File: src/rtl/mult_sched_if.sv
// rtl/mult_sched_if.sv - requester and multiplier bundle for the mult_sched scheduler
interface mult_sched_if;
    logic [1:0]  req;
    logic [31:0] a0;
    logic [31:0] b0;
    logic [31:0] a1;
    logic [31:0] b1;
    logic [1:0]  ack;
    logic [1:0]  done;
    logic [63:0] result;
    logic        busy;
    logic [31:0] mul_a;
    logic [31:0] mul_b;
    logic [63:0] mul_prod;

    modport slave (
        input  req, a0, b0, a1, b1, mul_prod,
        output ack, done, result, busy, mul_a, mul_b
    );

    modport master (
        output req, a0, b0, a1, b1, mul_prod,
        input  ack, done, result, busy, mul_a, mul_b
    );
endinterface

File: src/rtl/mult_sched.sv
// rtl/mult_sched.sv - round-robin scheduler sharing one 32x32->64 multiplier between two requesters
// Optional signed operation enabled by defining MULT_SCHED_SIGNED_EN.
module mult_sched #(
    parameter int MUL_LAT = 3
) (
    input  logic         clk,
    input  logic         reset,
    mult_sched_if.slave  bus
);

    typedef enum logic [1:0] {IDLE, BUSY, DONE} state_t;

    localparam logic [3:0] CNT_INIT = 4'(MUL_LAT - 1);

    state_t      state_q, state_d;
    logic [3:0]  cnt_q, cnt_d;
    logic        owner_q, owner_d;
    logic        last_q, last_d;
    logic [31:0] op_a_q, op_a_d;
    logic [31:0] op_b_q, op_b_d;
    logic [63:0] result_q, result_d;
    logic [1:0]  done_q, done_d;
    logic        busy_q, busy_d;
`ifdef MULT_SCHED_SIGNED_EN
    logic        neg_q, neg_d;
`endif

    logic        gnt;
    logic [1:0]  ack_c;
    logic [31:0] sel_a;
    logic [31:0] sel_b;

`ifdef MULT_SCHED_SIGNED_EN
    // Magnitude of a two's-complement word; -2^31 maps to 0x80000000 unsigned.
    function automatic logic [31:0] mag(input logic [31:0] v);
        return v[31] ? (~v + 32'd1) : v;
    endfunction
`endif

    // Grant: a lone requester wins; on a tie the one not served last wins.
    always_comb begin
        gnt   = (bus.req == 2'b11) ? ~last_q : bus.req[1];
        ack_c = 2'b00;
        if (state_q == IDLE && bus.req != 2'b00) begin
            ack_c = gnt ? 2'b10 : 2'b01;
        end
        sel_a = gnt ? bus.a1 : bus.a0;
        sel_b = gnt ? bus.b1 : bus.b0;
    end

    // Next-state and datapath updates for the IDLE/BUSY/DONE sequence.
    always_comb begin
        state_d  = state_q;
        cnt_d    = cnt_q;
        owner_d  = owner_q;
        last_d   = last_q;
        op_a_d   = op_a_q;
        op_b_d   = op_b_q;
        result_d = result_q;
        done_d   = 2'b00;
`ifdef MULT_SCHED_SIGNED_EN
        neg_d    = neg_q;
`endif
        case (state_q)
            IDLE: begin
                if (ack_c != 2'b00) begin
`ifdef MULT_SCHED_SIGNED_EN
                    op_a_d = mag(sel_a);
                    op_b_d = mag(sel_b);
                    neg_d  = sel_a[31] ^ sel_b[31];
`else
                    op_a_d = sel_a;
                    op_b_d = sel_b;
`endif
                    owner_d = gnt;
                    cnt_d   = CNT_INIT;
                    state_d = BUSY;
                end
            end
            BUSY: begin
                if (cnt_q == 4'd0) begin
`ifdef MULT_SCHED_SIGNED_EN
                    result_d = neg_q ? (~bus.mul_prod + 64'd1) : bus.mul_prod;
`else
                    result_d = bus.mul_prod;
`endif
                    done_d  = owner_q ? 2'b10 : 2'b01;
                    state_d = DONE;
                end else begin
                    cnt_d = cnt_q - 4'd1;
                end
            end
            DONE: begin
                last_d  = owner_q;
                state_d = IDLE;
            end
            default: state_d = IDLE;
        endcase
        busy_d = (state_d != IDLE);
    end

    // State register; reset aborts any operation and restores the tie pointer to requester 1.
    always_ff @(posedge clk) begin
        if (reset) begin
            state_q  <= IDLE;
            cnt_q    <= 4'd0;
            owner_q  <= 1'b0;
            last_q   <= 1'b1;
            op_a_q   <= 32'd0;
            op_b_q   <= 32'd0;
            result_q <= 64'd0;
            done_q   <= 2'b00;
            busy_q   <= 1'b0;
`ifdef MULT_SCHED_SIGNED_EN
            neg_q    <= 1'b0;
`endif
        end else begin
            state_q  <= state_d;
            cnt_q    <= cnt_d;
            owner_q  <= owner_d;
            last_q   <= last_d;
            op_a_q   <= op_a_d;
            op_b_q   <= op_b_d;
            result_q <= result_d;
            done_q   <= done_d;
            busy_q   <= busy_d;
`ifdef MULT_SCHED_SIGNED_EN
            neg_q    <= neg_d;
`endif
        end
    end

    assign bus.ack    = ack_c;
    assign bus.done   = done_q;
    assign bus.result = result_q;
    assign bus.busy   = busy_q;
    assign bus.mul_a  = op_a_q;
    assign bus.mul_b  = op_b_q;

endmodule

File: src/flat_wrapper.sv
// flat-port wrapper written by rule: the top's interface ports become plain ports
module mult_sched_flat 
#(
    parameter int MUL_LAT = 3
)
  (clk, reset, bus_req, bus_a0, bus_b0, bus_a1, bus_b1, bus_mul_prod, bus_ack, bus_done, bus_result, bus_busy, bus_mul_a, bus_mul_b);
  mult_sched_if bus_i ();
  input  logic clk;
  input  logic reset;
  input wire logic [$bits(bus_i.req)-1:0] bus_req;
  input wire logic [$bits(bus_i.a0)-1:0] bus_a0;
  input wire logic [$bits(bus_i.b0)-1:0] bus_b0;
  input wire logic [$bits(bus_i.a1)-1:0] bus_a1;
  input wire logic [$bits(bus_i.b1)-1:0] bus_b1;
  input wire logic [$bits(bus_i.mul_prod)-1:0] bus_mul_prod;
  output wire logic [$bits(bus_i.ack)-1:0] bus_ack;
  output wire logic [$bits(bus_i.done)-1:0] bus_done;
  output wire logic [$bits(bus_i.result)-1:0] bus_result;
  output wire logic [$bits(bus_i.busy)-1:0] bus_busy;
  output wire logic [$bits(bus_i.mul_a)-1:0] bus_mul_a;
  output wire logic [$bits(bus_i.mul_b)-1:0] bus_mul_b;
  assign bus_i.req = bus_req;
  assign bus_i.a0 = bus_a0;
  assign bus_i.b0 = bus_b0;
  assign bus_i.a1 = bus_a1;
  assign bus_i.b1 = bus_b1;
  assign bus_i.mul_prod = bus_mul_prod;
  assign bus_ack = bus_i.ack;
  assign bus_done = bus_i.done;
  assign bus_result = bus_i.result;
  assign bus_busy = bus_i.busy;
  assign bus_mul_a = bus_i.mul_a;
  assign bus_mul_b = bus_i.mul_b;
  mult_sched #(.MUL_LAT(MUL_LAT)) u_core (.clk(clk), .reset(reset), .bus(bus_i));
endmodule
File: config.mk
export PLATFORM = sky130hd
export DESIGN_NAME = mult_sched_flat
export DESIGN_NICKNAME = d
export VERILOG_FILES = /design/src/rtl/mult_sched_if.sv /design/src/rtl/mult_sched.sv /design/src/flat_wrapper.sv
export SDC_FILE = /design/constraint.sdc
export NUM_CORES = 1
export LEC_CHECK = 0
export BUFFER_PORTS_ARGS = -buffer_cell sky130_fd_sc_hd__buf_2
export CORE_AREA = 5 5 125 127
export DETAILED_ROUTE_END_ITERATION = 8
export DIE_AREA = 0 0 130 132
export HOLD_SLACK_MARGIN = 0.05
export PLACE_DENSITY_LB_ADDON = 0.15
export SYNTH_ARGS = -nofsm -noshare
export SYNTH_HDL_FRONTEND = slang
export SYNTH_SLANG_ARGS = --single-unit
File: constraint.sdc
create_clock -name clk -period 2.3 [get_ports clk]
set_input_delay 0.115 -clock clk [delete_from_list [all_inputs] [get_ports clk]]
set_output_delay 0.115 -clock clk [all_outputs]
set_load 0.03 [all_outputs]
==> flow_summary.yaml <==
setup_path:
  cpMaxStageDelayCell: "and2_2"
  r2r_slack_ps: 80
  regToRegStartpoint: "u_core.state_q[1]$_SDFF_PP0_"
  start_kind: "flop"
  crit_required_ps: 2600
  reg2reg_depth: 4
  worstPathMaxFanout: 33
  r2r_end: "u_core.bus.mul_b[28]$_SDFFE_PP0P_"
  path_cells: "nor2_4, and2_2, a311oi_2, dlygate4sd3_1"
  crit_end: "u_core.bus.mul_b[28]$_SDFFE_PP0P_"
  crit_type: "flop to flop"
  crit_path_end_kind: "flop"
  critPathMaxStageDelay_ps: 790
  crit_start: "u_core.state_q[1]$_SDFF_PP0_"
  cp.arrival_ps: 2510
floorplan:
  start_util: 0.451
  core_sq_um: 14300
  die_area_sq_um: 17200
  die_x_um: 130
  ioPinCount: 329
  num_rows: 44
  chipHeight_um: 132
detailed_routing:
  wl_per_cell_um: 17.0
  drt-vias-per-instance: 5.14
  drt_iter0_markers: 290
  drtAntennaViolNets: 0
  drc: 0
  routed-via-count: 7114
  routed_wl_mm: 23.5
  firstDrtPassIters: 5
yosys:
  async_reset_ff_frac: 0
  yosysTopAreaCell: "dfxtp_1"
  synth-seq-cells: 139
  synthFlopType: "dfxtp_1"
  yosys.area.top_type_share: 0.431
  yosysWarnings: 0
  seq_area_frac_synth: 0.431
  yosys-top-cells-area: "dfxtp_1 43%, nand2b_1 13%, mux2i_1 9.9%"
  synthCells: 696
  synth.most_common_cell: "dfxtp_1"
  synthTopCellsByCount: "139 x dfxtp_1, 131 x nand2b_1, 130 x nand2_1, 67 x a21oi_1, 64 x mux2i_1"
  avgSynthCellArea_sq_um: 9.27
  synth_fp_nets: 894
  netlist_area_sq_um: 6450
  synth_cell_types: 34
  synth-edff-count: 0
sta:
  hold_viol: 0
  whs_ps: 285
  rsz0062_at_grt: "yes"
  setup_viol: 0
  setup_ws_ps: 82.2
  skew_ps: 7.92
  min_period_ps: 2220
  drv_slew: 0
  tightestPinTransition_ps: 940
  maxClockFrequency_mhz: 451
  relSlewSlack: 0.373
  min_period_over_period: 0.964
grt:
  grt_usage: 0.262
  antenna_found_initial: 3
  overflow: 0
  grt_first_pass_wirelength_mm: 36.0
  grt_pass1_vias: 7219
  grt_max_degree: 141
layout:
  fillerInstances: 969
  nets: 1382
  syn_to_final_growth_pct: 65.9
  drive_gt1_frac: 0.348
  postLayoutCoreUtil: 0.748
  design_area_sq_um: 10700
hold_path:
  hold_class: "input pin to flop"
placed_design:
  hpwlAfterDp_mm: 14.0
  globalplace.congestion: 0.788
  portBuffers: 328
  place_ws_ps: 521
  place_area_sq_um: 8140
clocking:
  clock_latency_ps: 410
  root_buffer: "clkbuf_16"
  clockBufferDepth: 2
  cts_made_buffers: 17
  cts_tree: "yes"
  clk_pin_slew_ps: 60
  numClockSinks: 139
  cts_max_level: 4
outcome:
  outcome: "finished, final reports clean"
power_and_ir_drop:
  power_switching_mw: 2.62
  power_frac_comb: 0.309
  power.density_nw_per_um2: 769
  netSwitchingFraction: 0.319
  seq_power_share: 0.346
  max-vdd-ir-drop_mv: 0.524
  p_int_mw: 5.61
  power_mw: 8.23
  pwr-share-clk: 0.345
  leakage_nw: 4.91
flow_run:
  cap_violations: 0
kinds of logic after synthesis:
logic type | after synthesis | share of synthesized area
mux | 64 | 0.0993
fa+ha+maj | 2 | 0.00388
buf+inv | 69 | 0.0533
compound gates | 143 | 0.192
simple gates | 279 | 0.220
flops | 139 | 0.431
registers in the layout, indices dropped and copies added (netlist names):
signal and cells:
u_core.bus.busy 1, u_core.bus.done 2, u_core.bus.mul_a 32, u_core.bus.mul_b 32
u_core.bus.result 64, u_core.cnt_q 4, u_core.last_q 1, u_core.owner_q 1
u_core.state_q 2
how the worst min path moves through the flow:
| stage | cells past startpoint | start | to | slack (ps) |
|---|---|---|---|---|
| after floorplan | 2 | bus_mul_prod[0] | u_core.bus.result[0]$_SDFFE_PP0P_ | 270 |
| after global placement | 3 | bus_mul_prod[43] | u_core.bus.result[43]$_SDFFE_PP0P_ | 380 |
| after detailed placement | 3 | bus_mul_prod[30] | u_core.bus.result[30]$_SDFFE_PP0P_ | 380 |
| after CTS | 2 | reset | u_core.state_q[1]$_SDFF_PP0_ | 240 |
| after global routing | 2 | reset | u_core.state_q[1]$_SDFF_PP0_ | 310 |
| final | 2 | reset | u_core.state_q[1]$_SDFF_PP0_ | 280 |
power by group through the flow:
stage / clock network, mW / logic [mW] / registers [mW]
5_1_grt: 3.01 / 2.72 / 2.88
2_1_floorplan: 0 / 0.945 / 3.42
4_1_cts: 2.89 / 2.49 / 2.84
3_3_place_gp: 0 / 2.09 / 2.89
6_report: 2.84 / 2.54 / 2.85
3_5_place_dp: 0 / 2.11 / 2.89
layer usage:
layer / track usage / vias to the layer above / part of all wire
li1: - / 3389 / -
met1: 0.283 / 3280 / 0.36
met2: 0.450 / 359 / 0.49
met3: 0.0900 / 84 / 0.098
met4: 0.130 / 2 / 0.043
met5: 0 / - / 0.00055
metrics by stage:
step | setup TNS [ps] | instances
after floorplan | 0 | 696
after global placement | 0 | 1156
after detailed placement | 0 | 1156
after CTS | 0 | 1380
after global routing | -133 | 1383
final | 0 | 1383
timing repair:
item / in CTS / in global routing
hold buffers: 192 / 0
setup endpoints to repair: 0 / 42
buffers inserted: 0 / 0
resized for setup: 0 / 3
hold endpoints to repair: 128 / 0
cell type report:
cell class              count  area (sq um)  share of cell area
flip-flops and latches    139          2780               0.260
clock inverters             6           108              0.0101
inverters                   4          15.0             0.00140
repair buffers            533          3700               0.346
well taps                 184           230              0.0215
diodes                      2          5.00            0.000468
multi-input cells         489          3350               0.313
clock buffers              26           509              0.0476
worst max-delay path: cells and delay by family (launching register included):
family / cells / cell delay [ps]
AND/OR/NAND/NOR: 2 / 940
AO/OA/AOI/OAI: 1 / 200
buffers and inverters: 1 / 610
flip-flops: 1 / 340
cells in the final DEF (no fill, tap or decap), types with 6 or more instances in the layout:
cell type,count
a311oi_1,26
nand2_1,130
clkbuf_8,6
buf_2,327
dfxtp_1,139
clkbuf_16,17
nand2b_1,131
dlygate4sd3_1,192
a21oi_1,67
mux2i_1,64
buf_4,9
a311oi_2,38
Power figures use the tool's default switching activity.
